===== config.mk =====
export PLATFORM = sky130hd
export DESIGN_NAME = dac_pll_ctrl
export DESIGN_NICKNAME = d
export VERILOG_FILES = /design/src/rtl/dac_pll_pkg.sv /design/src/rtl/dac_pll_ctrl_sync_2ff.sv /design/src/rtl/dac_pll_ctrl.sv
export SDC_FILE = /design/constraint.sdc
export NUM_CORES = 1
export LEC_CHECK = 0
export ABC_AREA = 1
export CAP_MARGIN = 5
export CELL_PAD_IN_SITES_DETAIL_PLACEMENT = 1
export CELL_PAD_IN_SITES_GLOBAL_PLACEMENT = 2
export CORE_MARGIN = 2
export CORE_UTILIZATION = 35
export DETAILED_ROUTE_END_ITERATION = 10
export HOLD_SLACK_MARGIN = 0.15
export PLACE_DENSITY = 0.93
export SETUP_SLACK_MARGIN = 0.1
export SLEW_MARGIN = 20
export SYNTH_ARGS = -nofsm -noshare
export SYNTH_HDL_FRONTEND = slang
export SYNTH_SLANG_ARGS = --single-unit
export TNS_END_PERCENT = 50

===== constraint.sdc =====
create_clock -name clkin1 -period 2.9 [get_ports clkin1]
set_input_delay 0.58 -clock clkin1 [delete_from_list [all_inputs] [get_ports clkin1]]
set_output_delay 0.58 -clock clkin1 [all_outputs]
set_load 0.05 [all_outputs]

===== src/rtl/dac_pll_pkg.sv =====
// Shared state encoding and default timing for the DAC PLL reset/lock sequencer.
package dac_pll_pkg;

    typedef enum logic [2:0] {
        ST_RESET_HOLD = 3'd0,
        ST_WAIT_LOCK  = 3'd1,
        ST_STABLE     = 3'd2,
        ST_RUN        = 3'd3,
        ST_FAULT      = 3'd4
    } pll_state_e;

    // Defaults for a 50 MHz reference: 1 ms lock window, ~20 us stability.
    localparam int unsigned DEF_RST_CYCLES   = 16;
    localparam int unsigned DEF_LOCK_TIMEOUT = 50000;
    localparam int unsigned DEF_LOCK_STABLE  = 1024;
    localparam int unsigned DEF_MAX_RETRY    = 3;

endpackage


===== src/rtl/dac_pll_ctrl_sync_2ff.sv =====
// Generic single-bit two-flop synchronizer with synchronous active-high reset.
module sync_2ff (
    input  logic i_clk,
    input  logic i_rst,
    input  logic i_d,
    output logic o_q
);

    logic r_meta;
    logic r_sync;

    // Two back-to-back flops to settle metastability of the asynchronous input.
    always_ff @(posedge i_clk) begin
        if (i_rst) begin
            r_meta <= 1'b0;
            r_sync <= 1'b0;
        end else begin
            r_meta <= i_d;
            r_sync <= r_meta;
        end
    end

    assign o_q = r_sync;

endmodule


===== src/rtl/dac_pll_ctrl.sv =====
// DAC PLL reset/lock sequencer: pulses the PLL reset, qualifies lock, retries
// on timeout and holds the DAC datapath in reset until the PLL clock is good.
module dac_pll_ctrl
    import dac_pll_pkg::*;
#(
    parameter int unsigned RST_CYCLES   = DEF_RST_CYCLES,
    parameter int unsigned LOCK_TIMEOUT = DEF_LOCK_TIMEOUT,
    parameter int unsigned LOCK_STABLE  = DEF_LOCK_STABLE,
    parameter int unsigned MAX_RETRY    = DEF_MAX_RETRY,
    parameter int unsigned TIMER_W      = 16,
    parameter int unsigned RETRY_W      = 2
) (
    input  logic               clkin1,
    input  logic               rst,
    input  logic               restart,
    input  logic               pll_lock,
    output logic               pll_rst,
    output logic               dac_rst,
    output logic               clk_ready,
    output logic               lock_lost,
    output logic               fault,
    output logic [RETRY_W-1:0] retry_cnt,
    output logic [2:0]         state_dbg
);

    localparam int unsigned STAB_W = $clog2(LOCK_STABLE + 1);

    localparam logic [TIMER_W-1:0] RST_LAST   = TIMER_W'(RST_CYCLES - 1);
    localparam logic [TIMER_W-1:0] LOCK_LAST  = TIMER_W'(LOCK_TIMEOUT - 1);
    localparam logic [STAB_W-1:0]  STAB_LAST  = STAB_W'(LOCK_STABLE - 1);
    localparam logic [RETRY_W-1:0] RETRY_MAX  = RETRY_W'(MAX_RETRY);
    localparam logic [TIMER_W-1:0] TIMER_ONE  = TIMER_W'(1);
    localparam logic [STAB_W-1:0]  STAB_ONE   = STAB_W'(1);
    localparam logic [RETRY_W-1:0] RETRY_ONE  = RETRY_W'(1);

    pll_state_e         r_state;
    logic [TIMER_W-1:0] r_timer;
    logic [STAB_W-1:0]  r_stab;
    logic [RETRY_W-1:0] r_retry;
    logic               r_lock_lost;

    logic               w_lock_s;
    logic               w_timeout;
    logic               w_retry_full;
    pll_state_e         w_to_state;
    logic [RETRY_W-1:0] w_to_retry;

    sync_2ff u_lock_sync (
        .i_clk (clkin1),
        .i_rst (rst),
        .i_d   (pll_lock),
        .o_q   (w_lock_s)
    );

    // Timeout outcome is shared by WAIT_LOCK and STABLE; retry_cnt saturates.
    assign w_timeout    = (r_timer == LOCK_LAST);
    assign w_retry_full = (r_retry == RETRY_MAX);
    assign w_to_state   = w_retry_full ? ST_FAULT : ST_RESET_HOLD;
    assign w_to_retry   = w_retry_full ? r_retry : (r_retry + RETRY_ONE);

    // Sequencer FSM with phase timer, stability counter and retry counter.
    always_ff @(posedge clkin1) begin
        if (rst) begin
            r_state     <= ST_RESET_HOLD;
            r_timer     <= '0;
            r_stab      <= '0;
            r_retry     <= '0;
            r_lock_lost <= 1'b0;
        end else if (restart) begin
            r_state     <= ST_RESET_HOLD;
            r_timer     <= '0;
            r_stab      <= '0;
            r_retry     <= '0;
            r_lock_lost <= 1'b0;
        end else begin
            r_lock_lost <= 1'b0;
            unique case (r_state)
                ST_RESET_HOLD: begin
                    if (r_timer == RST_LAST) begin
                        r_state <= ST_WAIT_LOCK;
                        r_timer <= '0;
                    end else begin
                        r_timer <= r_timer + TIMER_ONE;
                    end
                end
                ST_WAIT_LOCK: begin
                    if (w_lock_s) begin
                        r_state <= ST_STABLE;
                        r_stab  <= '0;
                        r_timer <= r_timer + TIMER_ONE;
                    end else if (w_timeout) begin
                        r_state <= w_to_state;
                        r_retry <= w_to_retry;
                        r_timer <= '0;
                    end else begin
                        r_timer <= r_timer + TIMER_ONE;
                    end
                end
                ST_STABLE: begin
                    // Qualify is tested before timeout so it wins a same-cycle tie.
                    if (w_lock_s && (r_stab == STAB_LAST)) begin
                        r_state <= ST_RUN;
                        r_retry <= '0;
                        r_timer <= '0;
                        r_stab  <= '0;
                    end else if (w_timeout) begin
                        r_state <= w_to_state;
                        r_retry <= w_to_retry;
                        r_timer <= '0;
                        r_stab  <= '0;
                    end else if (!w_lock_s) begin
                        r_state <= ST_WAIT_LOCK;
                        r_stab  <= '0;
                        r_timer <= r_timer + TIMER_ONE;
                    end else begin
                        r_stab  <= r_stab + STAB_ONE;
                        r_timer <= r_timer + TIMER_ONE;
                    end
                end
                ST_RUN: begin
                    if (!w_lock_s) begin
                        r_state     <= ST_RESET_HOLD;
                        r_timer     <= '0;
                        r_lock_lost <= 1'b1;
                    end
                end
                ST_FAULT: begin
                    r_state <= ST_FAULT;
                end
                default: begin
                    r_state <= ST_RESET_HOLD;
                    r_timer <= '0;
                    r_stab  <= '0;
                end
            endcase
        end
    end

    assign pll_rst   = (r_state == ST_RESET_HOLD) || (r_state == ST_FAULT);
    assign dac_rst   = (r_state != ST_RUN);
    assign clk_ready = (r_state == ST_RUN);
    assign fault     = (r_state == ST_FAULT);
    assign lock_lost = r_lock_lost;
    assign retry_cnt = r_retry;
    assign state_dbg = r_state;

endmodule

# --- Word level (Yosys, flattened, before mapping) ---
# Index checks and enable logic that the tools add are counted.
totals:
  register_bits: 35
  inputBits: 4
  out_inout_bits: 10
  wordCells: 65
op_classes:
  add_sub_neg: 3
  n_eq_ne: 15
  n_mux: 26
  n_bitwise: 3
  reduce_logical: 11
ops:
  columns: ["op", "n"]
  rows:
  - ["$mux W16", 5]
  - ["$pmux W16 S5", 1]
  - ["$mux W11", 4]
  - ["$pmux W11 S3", 1]
  - ["$mux W3", 8]
  - ["$add A16 B1 Y16 const B", 1]
  - ["$eq A16 B16 Y1 const B", 1]
  - ["$eq A16 B4 Y1 const B", 1]
  - ["$pmux W3 S5", 1]
  - ["$add A11 B1 Y11 const B", 1]
  - ["$eq A11 B10 Y1 const B", 1]
  - ["$mux W2", 4]
  - ["$eq A3 B2 Y1 const B", 2]
  - ["$ne A2 B2 Y1 const B", 3]
  - ["$ne A3 B2 Y1 const B", 2]
  - ["$reduce_and A2 Y1", 3]
  - ["$reduce_or A3 Y1", 2]
  - ["$ne A4 B4 Y1 const B", 1]
  - ["$pmux W2 S2", 1]
  - ["$reduce_and A4 Y1", 1]
  - ["$eq A3 B1 Y1 const B", 1]
  - ["$eq A3 B3 Y1 const B", 1]
  - ["$logic_not A3 Y1", 1]
  - ["$not A1 Y1", 3]
  - ["other kinds (8)", 8]

# --- Logic depth before layout (Yosys ltp) ---
logic_depth:
  word_depth: 5
  depth_mapped: 10
  depth_no_buf: 10

# --- By module ---
# From an unflattened synthesis, not the netlist that was laid out.
unflattened:
  hier_cells: 313
  area_unflattened_um2: 1959.4
by_module_without_submodules:
  columns: ["module", "n_inst", "cells_each", "area_each_um2", "seq_area_each_um2"]
  rows:
  - ["dac_pll_ctrl", 1, 307, 1904.3, 660.6]
  - ["sync_2ff", 1, 6, 55.1, 40.0]

# --- Worst setup path before layout ---
# Ideal clock, no wire load.
synth_path:
  path_type: "register to output"
  from: "register r_state[0] (netlist: state_dbg[0])"
  to: "output fault"
  arrival_time_ns: 1.909
  required_time_ns: 2.320
  slack_ns: 0.411
  path_stages_with_launch: 4
  path_buffers: 0
  cell_sequence: "dfxtp_1 -> nor2_1 -> nand2_1 -> inv_1"
synth_between:
  elab_chain_len: 1
synth_lines:
  columns: ["item", "line", "source"]
  rows:
  - ["start, declared", "dac_pll_ctrl.sv:36", "pll_state_e r_state;"]
  - ["start signal, assigned", "dac_pll_ctrl.sv:92", "r_state <= w_to_state;"]
  - ["start signal, assigned", "dac_pll_ctrl.sv:107", "r_state <= w_to_state;"]
  - ["$eq A3 B3 Y1", "dac_pll_ctrl.sv:142", "assign fault = (r_state == ST_FAULT);"]
  - ["end, declared", "dac_pll_ctrl.sv:21", "output logic fault,"]
# Every way passes these cells.

# --- Worst setup path after layout ---
# Ends and elaborated chain as after synthesis.

==> impl_summary.txt <==
----------------------------------------------------
[Synthesis]
  Flop and latch count out of synthesis ... 35
  Top-count cell post-synth ... sky130_fd_sc_hd__nand2_1
  Commonest cells post-synth ... 67 x sky130_fd_sc_hd__nand2_1, 44 x sky130_fd_sc_hd__nor2_1, 41 x sky130_fd_sc_hd__inv_1
  Top cell type's share of synthesized area ... 34.6%
  Yosys top cell by area ... sky130_fd_sc_hd__dfxtp_1
  Cell variety after synth ... 34
  Number of warnings reported in the yosys synthesis log ... 0
  Synthesized area divided by synthesized cell count ... 6.62 sq um
  Post-synthesis async set-or-reset flop share ... 0%
  Syn nets ... 312
  Sequential share of the synthesized area ... 34.6%
  Ys flop type ... sky130_fd_sc_hd__dfxtp_1
  Cell Area, Synth ... 0.00203 sq mm
  Gate Count Post-Synth ... 306
  Top post-synthesis cells by area ... sky130_fd_sc_hd__dfxtp_1 35%, sky130_fd_sc_hd__nand2_1 12%, sky130_fd_sc_hd__nor2_1 8.2%
  EDFF count, synth ... 0

[Setup path]
  Chain of cells forming the critical path ... nor2_1 > nand2_1 > inv_1 > clkdlybuf4s50_1
  Critical path peak fanout ... 5
  End of the worst register-to-register path ... r_timer[0]$_SDFFE_PP0P_
  CP endpoint kind ... output port
  Data arrival time at the worst-slack endpoint ... 1.89 ns
  Slowest library cell on the worst path ... sky130_fd_sc_hd__clkdlybuf4s50_1
  Setup slack on the worst flop-to-flop path ... 1.16 ns
  Data required time of the critical path ... 2.32 ns
  Start of the worst register-to-register path ... r_stab[0]$_SDFFE_PP0P_
  Number of cells traversed by the worst register-to-register path ... 8
  Critical path class ... flip-flop to output port
  Max stage delay on crit path ... 0.80 ns
  Critical path launch point type ... flip-flop

[GRT]
  Most used routing layer in global routing ... met2
  Number of global-route vias before repair ... 1971
  First-pass GRT wire length ... 8810 microns
  Global-route congestion overflow total ... 0
  Pin count of the biggest net entering global routing ... 16
  Met3 GRT Util ... 3.93%
  GR met2 Demand/Resource ... 31.1%
  Overall Global Routing Usage ... 17.4%
  Initial antenna violation count ... 0
  Met1 Track Usage GR ... 20.9%

[CTS]
  Clk sink count ... 35
  Hold buffers post-CTS ... 0
  Post-CTS sizing ... 0
  Clock-pin slew of the registers on the worst-case setup and hold paths ... 0.07 ns
  Number of buffers created by CTS ... 5
  Latest clock arrival within the worst-skew pair ... 0.28 ns
  Number of levels the H-tree was split into ... 2
  Max Buffers Root-to-Sink ... 2
  Clock tree root driver cell ... sky130_fd_sc_hd__clkbuf_8
  Clock tree from TritonCTS ... built
  # Post-CTS Setup Buffers ... 0

[Die]
  Y dimension of the die ... 80.1 microns
  Core box area ... 0.00554 sq mm
  Die width ... 80.1 microns
  DIE AREA ... 0.00641 sq mm
  Standard-cell row count ... 27
  Starting density of the core ... 36.6%
  Top-Level Pins ... 14

[Route]
  Total wire length ... 4960 microns
  Routed length per instance ... 12.5 microns
  Number of nets with antenna violations after detailed routing ... 0
  1st-pass router iterations ... 4
  Detailed Route Iter0 Violations ... 59
  Drc violations ... 0
  Detailed-route via count ... 1953
  Vias per Instance ... 4.92

[Power]
  Areal power density over the cells ... 366 mW/mm^2
  Static power due to leakage ... 0.880 nW
  Peak supply drop ... 0.202 mV

[Placed design]
  Detailed-placement wirelength estimate ... 4020 microns
  Placer's final routability congestion estimate ... 0.839
  Placed cell area ... 0.00223 sq mm
  Minimum setup slack after placement ... 0.725 ns
  Port Buffers ... 13

[Timing]
  Final Skew ... 0.00404 ns
  Final critical-path required period ... 2.47 ns
  Setup repair after global routing missed its margin ... false
  Number of failing setup endpoints in the final timing report ... 0
  Minimum setup slack in the final design ... 0.433 ns
  Transition at the pin with the smallest max-transition slack ... 0.501 ns
  Final Hold Vio Count ... 0
  Number of pins exceeding their max-slew limit in the final report ... 0
  Sum of negative setup slack ... 0 ns
  Max_slew headroom ... 66.5%
  Final worst-path cycle share ... 85.1%
  Achievable clock frequency ... 0.405 GHz

[Layout]
  Layout overhead on the synthesized area ... 14.1%
  Final standard cell area without fillers ... 0.00231 sq mm
  NumNets Final ... 330
  Final antenna diode count ... 0
  Share of final-layout standard cells stronger than drive strength 1 ... 11.4%

[Min path]
  Startpoint of the lowest-slack hold path ... u_lock_sync.r_meta$_SDFF_PP0_
  Worst min-delay path endpoint ... u_lock_sync.o_q$_SDFF_PP0_
  Worst Hold Path Cells ... 2
  Worst hold path type ... flip-flop to flip-flop

[Flow run]
  Number of max-capacitance violations reported ... 0

[Run status]
  Result of the run ... finished clean

----------------------------------------------------
-- flip-flops by register name, summed over array words and instances (netlist names) --
name and flops:
r_timer 16, r_stab 11, state_dbg 3, retry_cnt 2, lock_lost 1, u_lock_sync.o_q 1
u_lock_sync.r_meta 1
-- worst max-delay path, delay by kind of cell, from the launching register on --
family	cells	cell delay (ns)
buf+inv	2	0.87
simple gates	2	0.38
flops	1	0.36
-- area by class of cell --
class	instances	area, sq um
Timing Repair Buffer	14	138
Sequential cell	35	701
Tap cell	72	90.1
Clock inverter	1	5.00
Multi-Input combinational cell	223	1130
Clock buffer	7	76.3
Inverter	45	169
Fill cell	740	3230
-- per-layer routing --
layer	wire, microns	vias up	part of all wire (%)
met5	0	-	0
met4	54	0	1.1
met3	138	7	2.8
met2	2460	22	50
met1	2310	914	47
li1	-	1010	-
-- through the flow --
| stage | total power, mW | util (%) | hold WS [ns] | instances |
|---|---|---|---|---|
| finish | 0.847 | 41.7 | 0.413 | 397 |
| global route | 0.890 | 41.7 | 0.431 | 397 |
| CTS | 0.869 | 41.7 | 0.417 | 397 |
| detailed placement | 0.520 | 40.2 | 0.402 | 389 |
| global placement | 0.519 | 40.2 | 0.409 | 389 |
| floorplan | 0.509 | - | 0.388 | 306 |
-- worst max-delay path by stage --
stage                                    startpoint    end  slack [ns]
after detailed placement  state_dbg[0]$_SDFFE_PP0P_  fault        0.73
after global placement    state_dbg[0]$_SDFFE_PP0P_  fault        0.74
after floorplan           state_dbg[0]$_SDFFE_PP0P_  fault        0.41
after CTS                 state_dbg[0]$_SDFFE_PP0P_  fault        0.40
final                     state_dbg[0]$_SDFFE_PP0P_  fault        0.43
after global routing      state_dbg[0]$_SDFFE_PP0P_  fault        0.27
-- kinds of logic (layout without fill, tap and decap cells) --
kind of cell	Yosys count	after routing	share of synthesized area, %
AO/OA/AOI/OAI	32	32	8.59
flip-flops	35	35	34.6
buffers and inverters	48	67	9.51
AND/OR/NAND/NOR	185	185	44.3
adder cells (fa/ha/maj)	2	2	1.24
XOR/XNOR	4	4	1.73
-- power by group --
group | internal (mW) | leakage (nW) | switching [mW]
clock | 0.168 | 0.0422 | 0.170
combinational | 0.00874 | 0.555 | 0.0139
sequential | 0.483 | 0.283 | 0.00241
total | 0.660 | 0.880 | 0.186
-- cells in the final DEF (no fill, tap or decap), drive strengths merged --
cell type | Yosys | layout
buf | 3 | 1
and2 | 1 | 1
xor2 | 3 | 3
nor3 | 17 | 17
nor3b | 2 | 2
nand3 | 23 | 23
clkinv | 0 | 1
clkbuf | 0 | 7
xnor2 | 1 | 1
or2 | 3 | 3
a21o | 1 | 1
o22ai | 1 | 1
inv | 45 | 45
nor2 | 55 | 55
clkdlybuf4s50 | 0 | 13
and3 | 1 | 1
dfxtp | 35 | 35
a21boi | 1 | 1
o21a | 2 | 2
o21bai | 1 | 1
ha | 2 | 2
o21ai | 13 | 13
nand2 | 73 | 73
a21oi | 13 | 13
nand4 | 10 | 10
No activity file was read; power rests on OpenSTA's default activity.
